==> src/rtl/lc3_mem_ctrl.sv <==
// LC-3 memory-bus controller: MIO_EN/R handshake onto an async SRAM with programmable wait states.
// Optional switch/hex-display I/O decode at IO_ADDR when LC3_MEM_MMIO_EN is defined.
module lc3_mem_ctrl #(
  parameter int unsigned WAIT_CYCLES = 2,
  parameter int unsigned ADDR_W      = 20,
  parameter logic [15:0] IO_ADDR     = 16'hFFFF
) (
  input  logic              Clk,
  input  logic              Reset,
  input  logic              MIO_EN,
  input  logic              R_W,
  input  logic [15:0]       MAR,
  input  logic [15:0]       MDR,
  output logic              R,
  output logic [15:0]       MDR_In,
  output logic [ADDR_W-1:0] ADDR,
  output logic              CE_N,
  output logic              OE_N,
  output logic              WE_N,
  output logic [15:0]       Data_to_SRAM,
  output logic              Data_drive_en,
  input  logic [15:0]       Data_from_SRAM,
  input  logic [15:0]       S,
  output logic [15:0]       HEX_Out
);

  typedef enum logic [2:0] {IDLE, ACCESS, DONE, RELEASE, IO} state_t;

  state_t     state;
  logic [3:0] cnt;
  logic       wr;

`ifdef LC3_MEM_MMIO_EN
  logic [15:0] hex;
  assign HEX_Out = hex;
`else
  assign HEX_Out = '0;
`endif

  always_ff @(posedge Clk) begin
    if (Reset) begin
      state         <= IDLE;
      cnt           <= '0;
      wr            <= 1'b0;
      R             <= 1'b0;
      MDR_In        <= '0;
      ADDR          <= '0;
      CE_N          <= 1'b1;
      OE_N          <= 1'b1;
      WE_N          <= 1'b1;
      Data_to_SRAM  <= '0;
      Data_drive_en <= 1'b0;
`ifdef LC3_MEM_MMIO_EN
      hex           <= '0;
`endif
    end else begin
      case (state)
        IDLE: begin
          R <= 1'b0;
          if (MIO_EN) begin
            ADDR         <= ADDR_W'(MAR);
            wr           <= R_W;
            Data_to_SRAM <= MDR;
            cnt          <= 4'(WAIT_CYCLES);
            // The I/O location bypasses the SRAM strobes entirely.
`ifdef LC3_MEM_MMIO_EN
            if (MAR == IO_ADDR) state <= IO;
            else
`endif
            begin
              state         <= ACCESS;
              CE_N          <= 1'b0;
              OE_N          <= R_W;
              WE_N          <= ~R_W;
              Data_drive_en <= R_W;
            end
          end
        end
        ACCESS: begin
          cnt <= cnt - 4'd1;
          if (cnt == 4'd1) begin
            if (!wr) MDR_In <= Data_from_SRAM;
            state         <= DONE;
            R             <= 1'b1;
            OE_N          <= 1'b1;
            WE_N          <= 1'b1;
            // Writes keep CE_N and the bus driver for one extra cycle of data hold.
            CE_N          <= ~wr;
            Data_drive_en <= wr;
          end
        end
        DONE: begin
          R             <= 1'b0;
          CE_N          <= 1'b1;
          Data_drive_en <= 1'b0;
          state         <= MIO_EN ? RELEASE : IDLE;
        end
        RELEASE: begin
          if (!MIO_EN) state <= IDLE;
        end
`ifdef LC3_MEM_MMIO_EN
        IO: begin
          if (wr) hex <= Data_to_SRAM;
          else    MDR_In <= S;
          R     <= 1'b1;
          state <= DONE;
        end
`endif
        default: state <= IDLE;
      endcase
    end
  end

endmodule

==> config.mk <==
export PLATFORM = sky130hd
export DESIGN_NAME = lc3_mem_ctrl
export DESIGN_NICKNAME = d
export VERILOG_FILES = /design/src/rtl/lc3_mem_ctrl.sv
export SDC_FILE = /design/constraint.sdc
export NUM_CORES = 1
export LEC_CHECK = 0
export ABC_AREA = 1
export CORE_MARGIN = 2
export CORE_UTILIZATION = 38
export CTS_BUF_LIST = sky130_fd_sc_hd__clkbuf_4 sky130_fd_sc_hd__clkbuf_8
export DETAILED_ROUTE_END_ITERATION = 12
export GPL_ROUTABILITY_DRIVEN = 0
export PLACE_DENSITY = 0.86
export REMOVE_ABC_BUFFERS = 1
export SLEW_MARGIN = 20
export SYNTH_ARGS = -nofsm -noshare
export SYNTH_HDL_FRONTEND = slang
export SYNTH_SLANG_ARGS = --single-unit
==> constraint.sdc <==
create_clock -name Clk -period 3 [get_ports Clk]
set_input_delay 0.45 -clock Clk [delete_from_list [all_inputs] [get_ports Clk]]
set_output_delay 0.45 -clock Clk [all_outputs]
set_load 0.02 [all_outputs]
==> impl_results.rst <==
.. list-table::
   :header-rows: 1

   * - Metric
     - Value
   * - Pleak
     - about 1.5 nW
   * - Critical Path, Cell by Cell
     - inv_1 -> ha_1 -> nand2_2 -> buf_4 -> clkinv_1 -> buf_4 -> nor2_1 -> nor2_1
   * - Share of cells above drive strength 1
     - under 10%
   * - Maximum fanout count along the critical path
     - 33
   * - Run status
     - complete, no violations
   * - Leading post-synthesis cells by cell area
     - sky130_fd_sc_hd__dfxtp_1 46%, sky130_fd_sc_hd__nor2_1 10%, sky130_fd_sc_hd__buf_4 7.2%
   * - Int Power
     - around 1.9 mW
   * - Largest family of logic cells by synthesized area
     - simple AND/OR/NAND/NOR gates
   * - Final critical-path share of the clock period
     - a little under 70%
   * - Mux share of post-synthesis cell area
     - 0%
   * - Worst-path clk slew
     - ~0.070 ns
   * - Root buffer cell
     - sky130_fd_sc_hd__clkbuf_8
   * - Core area
     - 6720 um^2
   * - Register bit total from synthesis
     - 60
   * - Area growth from synthesis to final layout
     - 44.2%
   * - Total global routing overflow
     - 0
   * - CP peak stage delay
     - approximately 0.43 ns
   * - Simple-gate share of the synthesized area
     - a little over a quarter
   * - Worst hold slack after final layout
     - around 0.46 ns
   * - Avg WL per Cell
     - about 12 um
   * - Category of the worst setup path capture point
     - register
   * - Part of the Yosys area used for sequential elements
     - 45.8%
   * - Rows
     - 30
   * - Layout net count
     - between 500 and 600
   * - Synth Area per Inst
     - 7.76 um^2
   * - Top-level port count
     - between 100 and 150
   * - Worst EP required
     - 3.22 ns
   * - Die Span X
     - between 80 and 90 um
   * - Overall die area
     - about 7600 um^2
   * - Synth warn
     - 0
   * - Cell type with the highest aggregate area in the netlist
     - sky130_fd_sc_hd__dfxtp_1
   * - Setup TNS
     - 0 ns
   * - Net switching power
     - 1.22 mW
   * - Period minus WS final
     - around 2 ns
   * - Inserted Clock Buffers
     - 9
   * - Aggregate routed wire length
     - a little over 6 mm
   * - Number of pins exceeding their max-slew limit in the final report
     - 0
   * - Kind of cell adding the most delay to the critical path
     - buffers and inverters
   * - Post-synth top area share
     - between 40% and 50%
   * - Upper clock frequency limit
     - 0.492 GHz
   * - Initial drt markers
     - 106
   * - Number of gates given a new drive strength after cts
     - 0
   * - Ant diodes
     - 0
   * - Category of the critical setup timing path
     - reg2reg
   * - Worst-skew pair later-pin latency
     - around 0.33 ns
   * - Net switching fraction of the power
     - 39.6%
   * - Height of the die
     - 87.1 um
   * - Post-synthesis share of cell area spent on xor and xnor gates
     - 0%
   * - Cell with the largest stage delay on the worst path
     - sky130_fd_sc_hd__dfxtp_1
   * - Maximum clock insertion buffer count
     - 2
   * - Post-CTS setup buffer count
     - 0
   * - Antenna violations before repair
     - 0
   * - Comb power frac
     - 43.7%
   * - Max IR drop VDD
     - around 0.43 mV
   * - Number of buffer and inverter stages on the critical path
     - 4
   * - Port Buf Inserts
     - approximately 100
   * - Effective utilization at floorplan
     - 39.0%
   * - Remaining DRCs
     - 0
   * - Initial DRT Pass Iterations
     - 4
   * - Number of distinct library cell variants in the gate-level netlist after synthesis
     - 24
   * - Detailed-placement wirelength estimate
     - 4.35 mm
   * - Part of the total power dissipated in the clock network
     - between 20% and 30%
   * - Clock tree skew after final layout
     - 0.00747 ns
   * - Cts-stage hold buffer count
     - 0
   * - Compound-Gate Fraction of Synth Area
     - about an eighth
   * - Vias in the first global route
     - roughly 2400
   * - Final setup violating endpoints
     - 0
   * - Via-to-Cell Ratio
     - between 4 and 5
   * - Summed instance area of the synthesized netlist
     - 2620 um^2
   * - Fin. Hold Viols
     - 0
   * - CTS tree
     - done
   * - Post-Synth Adder-Cell Area
     - between 3 and 4%
   * - Number of cells produced by synthesis
     - 338
   * - Wire length of the first global-routing pass
     - approximately 10 mm
   * - Power per standard cell area
     - 815 nW/um^2
   * - Data arrival at the endpoint of the critical path
     - around 2.3 ns
   * - H-tree depth reported by CTS
     - 3
   * - Setup repair after global routing missed its margin
     - no
   * - Share of total power in sequential cells
     - a little over a third
   * - Crit start category
     - register
   * - Hold WC Path Type
     - reg2reg
   * - Total number of vias
     - between 2000 and 2500
   * - GRT Util Overall
     - 17.0%
   * - Max Cap Viol
     - 0
   * - Largest net degree at the start of global routing
     - 34
   * - Number of sinks handled by clock tree synthesis
     - 60
   * - Detail Route Antenna Nets
     - 0
-- state kept, by name, summed over array words and instances, names as in the netlist --
name and count:
WE_N 1, MDR_In 16, wr 1, Data_to_SRAM 16, OE_N 1, cnt 4, R 1, ADDR 16
CE_N 1, state 2, Data_drive_en 1
-- metrics by stage --
stage	cells	cell area, um^2	setup slack, ns	power (mW)	utilization (%)
3_3_place_gp	508	3610	0.881	2.44	53.7
4_1_cts	524	3780	0.955	3.12	56.3
2_1_floorplan	319	2430	0.812	1.93	-
6_report	524	3780	0.969	3.08	56.3
5_1_grt	524	3780	0.717	3.33	56.3
3_5_place_dp	508	3610	0.833	2.48	53.7
-- layout make-up --
type,instances,area (um^2)
clock buffer,11,145
clock inverter,5,27.5
sequential,60,1200
tap,80,100
inverter,16,62.6
multi-input combinational,243,1170
fill,623,2940
timing repair buffer,109,1080
-- cells in the final DEF, fill, tap and decap left out, types with 2 or more instances in the layout --
cell type	instances
sky130_fd_sc_hd__clkdlybuf4s50_1	104
sky130_fd_sc_hd__nor2_1	73
sky130_fd_sc_hd__dfxtp_1	60
sky130_fd_sc_hd__nand2_1	44
sky130_fd_sc_hd__o21ai_0	34
sky130_fd_sc_hd__a21oi_1	26
sky130_fd_sc_hd__conb_1	20
sky130_fd_sc_hd__nand4_1	16
sky130_fd_sc_hd__nand3_1	15
sky130_fd_sc_hd__inv_1	14
sky130_fd_sc_hd__clkbuf_8	10
sky130_fd_sc_hd__ha_1	7
sky130_fd_sc_hd__buf_4	5
sky130_fd_sc_hd__clkinv_2	4
sky130_fd_sc_hd__nand2_2	2
-- routing by layer --
metal  GRT usage, %  routed length, um  vias up
met5              0                  0        -
met4           6.82                 66        0
met3           7.77                732        8
met2           28.7               2780       96
met1           18.5               2520     1075
li1               -                  -     1267
-- worst paths after layout --
path / start / end / slack, ns / cells past startpoint
worst max-delay path: state[0] / ADDR[3] / 0.97 / 8
worst max register to register: state[0] / ADDR[3] / 0.97 / 8
worst min-delay path: MDR_In[3] / MDR_In[3] / 0.46 / 2
worst min register to register: MDR_In[3] / MDR_In[3] / 0.46 / 2
-- worst min-delay path, stage by stage (launching register included) --
cell and delay, ns:
sky130_fd_sc_hd__dfxtp_1 0.31, sky130_fd_sc_hd__nand2_1 0.06, sky130_fd_sc_hd__a21oi_1 0.05
-- logic make-up after synthesis --
family                   count (synthesis)
other                                    1
AND/OR/NAND/NOR                        155
flip-flops                              60
adder cells (fa/ha/maj)                  7
buffers and inverters                   54
AO/OA/AOI/OAI                           61
-- power by group through the flow --
| stage | combinational [mW] | clock [mW] | sequential, mW |
|---|---|---|---|
| CTS | 1.36 | 0.653 | 1.11 |
| finish | 1.35 | 0.625 | 1.11 |
| floorplan | 0.637 | 0 | 1.29 |
| global placement | 1.33 | 0 | 1.11 |
| global route | 1.51 | 0.692 | 1.13 |
| detailed placement | 1.35 | 0 | 1.12 |
-- cell usage after synthesis (all sizes together) --
cell type and number:
nor2 75, dfxtp 60, nand2 46, o21ai 35, buf 29, a21oi 26, nand3 16, nand4 16
inv 15, clkbuf 9, ha 7, clkinv 1, conb 1, nor3 1, or2 1
No activity file was read; power rests on OpenSTA's default activity.
